==> src/rtl/instruction_fetch.sv <==
// Instruction fetch front end: owns the PC, issues word fetches under a
// credit limit, queues returned words in order with their PC, and flushes
// on redirect while discarding responses that belong to the old path.
module instruction_fetch #(
  parameter logic [63:0] RESET_PC = 64'h038,
  parameter int          DEPTH    = 2
) (
  input  logic        Clk,
  input  logic        Reset,
  output logic [63:0] MemAddr,
  output logic        MemReq,
  input  logic        MemGnt,
  input  logic        MemRspValid,
  input  logic [31:0] MemRspData,
  output logic        InstrValid,
  output logic [31:0] Instruction,
  output logic [63:0] InstrPC,
  input  logic        InstrReady,
  input  logic        Redirect,
  input  logic [63:0] RedirectPC
);

  localparam int PW = (DEPTH > 1) ? $clog2(DEPTH) : 1;
  localparam int CW = $clog2(DEPTH + 1);
  localparam int SW = CW + 1;

  logic [63:0]   pc_q, pc_d;
  logic [CW-1:0] out_cnt_q, out_cnt_d;
  logic [CW-1:0] drop_cnt_q, drop_cnt_d;
  logic [63:0]   rq_pc_q [DEPTH];
  logic [63:0]   rq_pc_d [DEPTH];
  logic [PW-1:0] rq_wr_q, rq_wr_d, rq_rd_q, rq_rd_d;
  logic [31:0]   iq_data_q [DEPTH];
  logic [31:0]   iq_data_d [DEPTH];
  logic [63:0]   iq_pc_q [DEPTH];
  logic [63:0]   iq_pc_d [DEPTH];
  logic [PW-1:0] iq_wr_q, iq_wr_d, iq_rd_q, iq_rd_d;
  logic [CW-1:0] iq_cnt_q, iq_cnt_d;

  logic          pop_head;
  logic          accept;
  logic          rsp_keep;
  logic [SW-1:0] credit_used;
  logic          rpc_unused;

  assign rpc_unused = ^RedirectPC[1:0];
  assign MemAddr    = pc_q;

  function automatic logic [PW-1:0] ptr_inc(input logic [PW-1:0] p);
    return (p == PW'(DEPTH - 1)) ? '0 : p + PW'(1);
  endfunction

  // Queue head presented to decode; fields read as zero while empty.
  always_comb begin
    InstrValid  = (iq_cnt_q != '0);
    Instruction = InstrValid ? iq_data_q[iq_rd_q] : '0;
    InstrPC     = InstrValid ? iq_pc_q[iq_rd_q] : '0;
  end

  // Issue decision: a slot freed by this cycle's dequeue already counts as
  // credit, which is what sustains one fetch per cycle at DEPTH=2.
  always_comb begin
    pop_head    = InstrValid && InstrReady && !Redirect;
    credit_used = SW'(out_cnt_q) + SW'(iq_cnt_q) - SW'(pop_head);
    MemReq      = !Reset && !Redirect && (credit_used < SW'(DEPTH));
    accept      = MemReq && MemGnt;
    rsp_keep    = MemRspValid && !Redirect && (drop_cnt_q == '0);
  end

  // Next-state for PC, credit/drop counters, request PC FIFO and queue.
  always_comb begin
    pc_d       = pc_q;
    out_cnt_d  = out_cnt_q + CW'(accept) - CW'(MemRspValid);
    drop_cnt_d = drop_cnt_q;
    rq_pc_d    = rq_pc_q;
    rq_wr_d    = rq_wr_q;
    rq_rd_d    = rq_rd_q;
    iq_data_d  = iq_data_q;
    iq_pc_d    = iq_pc_q;
    iq_wr_d    = iq_wr_q;
    iq_rd_d    = iq_rd_q;
    iq_cnt_d   = iq_cnt_q;

    if (Redirect) begin
      pc_d = {RedirectPC[63:2], 2'b00};
    end else if (accept) begin
      pc_d = pc_q + 64'd4;
    end

    // Every response still in flight at redirect time belongs to the old path.
    if (Redirect) begin
      drop_cnt_d = out_cnt_q - CW'(MemRspValid);
    end else if (MemRspValid && (drop_cnt_q != '0)) begin
      drop_cnt_d = drop_cnt_q - CW'(1);
    end

    if (accept) begin
      rq_pc_d[rq_wr_q] = pc_q;
      rq_wr_d          = ptr_inc(rq_wr_q);
    end
    if (MemRspValid) begin
      rq_rd_d = ptr_inc(rq_rd_q);
    end

    if (Redirect) begin
      iq_wr_d  = '0;
      iq_rd_d  = '0;
      iq_cnt_d = '0;
    end else begin
      if (rsp_keep) begin
        iq_data_d[iq_wr_q] = MemRspData;
        iq_pc_d[iq_wr_q]   = rq_pc_q[rq_rd_q];
        iq_wr_d            = ptr_inc(iq_wr_q);
      end
      if (pop_head) begin
        iq_rd_d = ptr_inc(iq_rd_q);
      end
      iq_cnt_d = iq_cnt_q + CW'(rsp_keep) - CW'(pop_head);
    end
  end

  // State registers with asynchronous reset.
  always_ff @(posedge Clk or posedge Reset) begin
    if (Reset) begin
      pc_q       <= RESET_PC;
      out_cnt_q  <= '0;
      drop_cnt_q <= '0;
      rq_wr_q    <= '0;
      rq_rd_q    <= '0;
      iq_wr_q    <= '0;
      iq_rd_q    <= '0;
      iq_cnt_q   <= '0;
      for (int i = 0; i < DEPTH; i++) begin
        rq_pc_q[i]   <= '0;
        iq_data_q[i] <= '0;
        iq_pc_q[i]   <= '0;
      end
    end else begin
      pc_q       <= pc_d;
      out_cnt_q  <= out_cnt_d;
      drop_cnt_q <= drop_cnt_d;
      rq_wr_q    <= rq_wr_d;
      rq_rd_q    <= rq_rd_d;
      iq_wr_q    <= iq_wr_d;
      iq_rd_q    <= iq_rd_d;
      iq_cnt_q   <= iq_cnt_d;
      rq_pc_q    <= rq_pc_d;
      iq_data_q  <= iq_data_d;
      iq_pc_q    <= iq_pc_d;
    end
  end

endmodule

==> config.mk <==
export PLATFORM = sky130hd
export DESIGN_NAME = instruction_fetch
export DESIGN_NICKNAME = d
export VERILOG_FILES = /design/src/rtl/instruction_fetch.sv
export SDC_FILE = /design/constraint.sdc
export NUM_CORES = 1
export LEC_CHECK = 0
export CAP_MARGIN = 5
export CORE_MARGIN = 2
export CORE_UTILIZATION = 55
export DETAILED_ROUTE_END_ITERATION = 7
export GPL_TIMING_DRIVEN = 0
export MAX_ROUTING_LAYER = met4
export PLACE_DENSITY = 0.81
export SLEW_MARGIN = 25
export SYNTH_ARGS = -nofsm -noshare
export SYNTH_HDL_FRONTEND = slang
export SYNTH_SLANG_ARGS = --single-unit
==> constraint.sdc <==
create_clock -name Clk -period 18.9 [get_ports Clk]
set_input_delay 5.67 -clock Clk [delete_from_list [all_inputs] [get_ports Clk]]
set_output_delay 5.67 -clock Clk [all_outputs]
set_load 0.1 [all_outputs]
==> summary.json <==
{
  "clock_network": {
    "htreeDepth": 2,
    "cts.clk_slew.worst_paths_ns": 0.06,
    "postCtsHoldBufs": 0,
    "clock-root-buffer": "sky130_fd_sc_hd__clkbuf_16",
    "cts_tree": "built",
    "sink_count_of_the_clock_tree": 384,
    "cts_made_buffers": 41,
    "worst_skew_pair.late_latency_ns": 0.54,
    "cts_repair_resize_count": 0,
    "cts_setup_buffers": 0,
    "clock_tree.buffer_depth": 3
  },
  "sta": {
    "finClkSkew_ns": 0.0248,
    "worst_slew_pin_slew_ns": 1.08,
    "final-hold-violation-count": 0,
    "report.final.slew_viol_count": 0,
    "fmaxAchievable_mhz": 64.8,
    "grt_setup_unrepaired": "false",
    "hold_slack_ns": 0.477,
    "timing.slew.headroom": 0.281,
    "finalWorstPathRequiredPeriod_ns": 15.42,
    "min_period_over_period": 0.816,
    "report.final.setup_viol": 0
  },
  "floorplan": {
    "area_enclosed_by_the_die_boundary_sq_um": 34100,
    "effective_utilization_at_floorplan": 0.555,
    "design.portCount": 264,
    "die_x_um": 185,
    "core-area_sq_um": 32400,
    "fp.dieH_um": 185,
    "core.rowCount": 66
  },
  "logic_synthesis": {
    "synth_top_cell_area_share": 0.530,
    "synth_top_family_by_area": "multiplexers",
    "yosys_most_used_dff": "sky130_fd_sc_hd__dfrtp_1",
    "netlist_instances": 1666,
    "yosysUniqueCellTypes": 56,
    "synth-edff-count": 0,
    "synth-adder-area-share": 0.00738,
    "synth-warning-count": 0,
    "area_share_of_xor_xnor_cells_in_the_synthesized_design": 0.00487,
    "synth_compound_area_frac": 0.0851,
    "yosys-top-cells-count": "sky130_fd_sc_hd__dfrtp_1, sky130_fd_sc_hd__nor2_1, sky130_fd_sc_hd__mux2_2",
    "postSynthAreaPerCell_sq_um": 10.8,
    "ys_async_sr_fraction": 1.00,
    "yosysTopAreaCell": "sky130_fd_sc_hd__dfrtp_1",
    "netlist_top_cells_area": "sky130_fd_sc_hd__dfrtp_1, sky130_fd_sc_hd__mux2_2, sky130_fd_sc_hd__mux2i_1, sky130_fd_sc_hd__nor2_1, sky130_fd_sc_hd__nand2_1",
    "synth_seq_cells": 384,
    "synth.cell_area_sq_um": 18000,
    "synthMuxAreaShare": 0.197,
    "synth-seq-area-share": 0.535,
    "synthSimpleGateAreaFrac": 0.138,
    "synth_most_common_cell": "sky130_fd_sc_hd__dfrtp_1"
  },
  "place": {
    "hpwl_um": 38000,
    "placed_insts": 2371,
    "port-buffer-count": 256,
    "gpl.final_weighted_congestion": 0.932
  },
  "power_and_ir_drop": {
    "power_leakage_nw": 9.71,
    "worst_ir_drop_vdd_mv": 0.108,
    "power_density_nw_per_um2": 168
  },
  "routing": {
    "routedLengthMet1_um": 21600,
    "first_iter_violations": 1417,
    "met2_wirelength_um": 25100,
    "vias": 14800,
    "wirelength_um": 53900,
    "dr_wl_met3_um": 4790,
    "drt_drc_violations_left": 0,
    "detail_route.first_pass.iterations": 6,
    "post_drt_via_cell_ratio": 6.06,
    "postRouteAntennaNets": 0,
    "route.top_layer_used": "met4",
    "routedWlPerCell_um": 22.1
  },
  "cells_and_area": {
    "final_layout_size_suffix_gt1_frac": 0.139,
    "area_growth_syn_to_layout_pct": 25.8,
    "number_of_nets_at_the_end_of_the_flow": 2084,
    "diodes": 0,
    "fill_cell_count": 2436,
    "final-instance-count-excl-fill": 2441
  },
  "global_route": {
    "antenna_violations_before_repair": 0,
    "grt_max_degree": 103,
    "vias_in_the_first_global_route": 14700,
    "grt.overflow.total": 0,
    "grt_usage": 0.325,
    "grt_first_pass_wirelength_um": 82500
  },
  "run_status": {
    "run_status": "finished clean"
  },
  "job": {
    "maxCapViolations": 0
  },
  "critical_path": {
    "critical_path.most_common_cell": "sky130_fd_sc_hd__clkbuf_1",
    "criticalPathCategory": "in -> out",
    "timing.critical_path.slowest_stage_cell": "sky130_fd_sc_hd__clkdlybuf4s50_1",
    "setup.worst_path.end_class": "output port",
    "timing.reg2reg.setup_slack_ns": 14.04,
    "critPathMaxStageDelay_ns": 1.17,
    "crit_path_max_fanout": 10,
    "timing.critical_path.arrival_ns": 9.75,
    "cp-start-kind": "primary input",
    "worstPathCellList": "buf_2 > clkbuf_1 > clkbuf_1 > nor2_1 > ha_1 > nand2b_1 > fa_1 > nor3b_1 > and2_1 > clkdlybuf4s50_1",
    "cp.required_ns": 13.23,
    "cp_top_family": "buffers and inverters",
    "wp_buf_inv": 4
  },
  "min_path": {
    "min_path_type": "reg -> reg"
  }
}
-- kinds of logic after synthesis --
logic type,after synthesis
xor gates and xnor gates,10
adders and majority gates,10
DFF,384
and+or+nand+nor,524
muxes,332
other,1
AOI/OAI and AO/OA,259
buffers and inverters,146
-- area by class of cell --
type	instances	area, sq um	area share
buffer	124	502	0.0222
clock buffer	60	1250	0.0553
clock inverter	10	138	0.00609
inverter	22	90.1	0.00398
multi-input combinational	1139	7790	0.345
sequential	384	9610	0.425
tap	442	553	0.0245
timing repair buffer	260	2670	0.118
-- flip-flops by register name, indices dropped and copies added (netlist names) --
signal / count
iq_pc_q: 124
rq_pc_q: 124
iq_data_q: 64
MemAddr: 62
drop_cnt_q: 2
iq_cnt_q: 2
out_cnt_q: 2
iq_rd_q: 1
iq_wr_q: 1
rq_rd_q: 1
rq_wr_q: 1
-- per-layer routing --
layer | vias to the layer above | track usage
li1 | 6526 | -
met4 | 0 | 0.135
met1 | 7375 | 0.421
met5 | - | -
met3 | 163 | 0.0626
met2 | 717 | 0.506
-- final timing paths --
check                      cells past startpoint                    from                        end
max                                           10                Redirect                     MemReq
min                                            2  iq_pc_q[9]$_DFFE_PP0P_     iq_pc_q[9]$_DFFE_PP0P_
max reg2reg                                   18   iq_cnt_q[1]$_DFF_PP0_     out_cnt_q[1]$_DFF_PP0_
min reg2reg                                    2  iq_pc_q[9]$_DFFE_PP0P_     iq_pc_q[9]$_DFFE_PP0P_
max in group asynchronous                      4                   Reset    rq_pc_q[70]$_DFFE_PP0P_
min in group asynchronous                      2                   Reset  iq_data_q[50]$_DFFE_PP0P_
-- layout by cell type, fill, tap and decap left out, types with 11 or more instances in the layout --
cell type / n
sky130_fd_sc_hd__mux2_2: 169
sky130_fd_sc_hd__o21ai_0: 104
sky130_fd_sc_hd__or4_1: 14
sky130_fd_sc_hd__buf_2: 16
sky130_fd_sc_hd__clkbuf_8: 11
sky130_fd_sc_hd__inv_1: 20
sky130_fd_sc_hd__buf_1: 20
sky130_fd_sc_hd__nand4_1: 39
sky130_fd_sc_hd__nor2_1: 189
sky130_fd_sc_hd__a21oi_1: 79
sky130_fd_sc_hd__o211ai_1: 22
sky130_fd_sc_hd__clkdlybuf4s50_1: 256
sky130_fd_sc_hd__a22oi_1: 11
sky130_fd_sc_hd__or3_1: 14
sky130_fd_sc_hd__mux2i_1: 162
sky130_fd_sc_hd__nand3_1: 57
sky130_fd_sc_hd__nand2_1: 150
sky130_fd_sc_hd__clkbuf_16: 43
sky130_fd_sc_hd__clkbuf_1: 89
sky130_fd_sc_hd__dfrtp_1: 381
-- per-stage QoR --
step                      instance area (sq um)  setup TNS [ns]  worst slack (ns)   util  power [mW]
after floorplan                           18000               0              2.56      -        2.54
after global placement                    21100         -494.30             -1.32  0.652        2.91
after CTS                                 22600               0              3.51  0.698        3.81
after detailed placement                  21200               0              3.53  0.655        2.98
final                                     22600               0              3.48  0.698        3.81
after global routing                      22600               0              3.37  0.698        3.99
-- worst register-to-register path, delay by kind of cell, from the launching register on --
| kind | cells | cell delay, ns |
|---|---|---|
| XOR/XNOR | 2 | 0.26 |
| buffers and inverters | 6 | 1.55 |
| adder cells (fa/ha/maj) | 4 | 1.25 |
| AND/OR/NAND/NOR | 6 | 1.31 |
| flip-flops | 1 | 0.41 |
-- report_power, final --
part / total [mW] / switching, mW / internal (mW)
clock network: 0.824 / 0.326 / 0.498
logic: 1.62 / 1.09 / 0.529
registers: 1.36 / 0.209 / 1.15
Power figures use the tool's default switching activity.
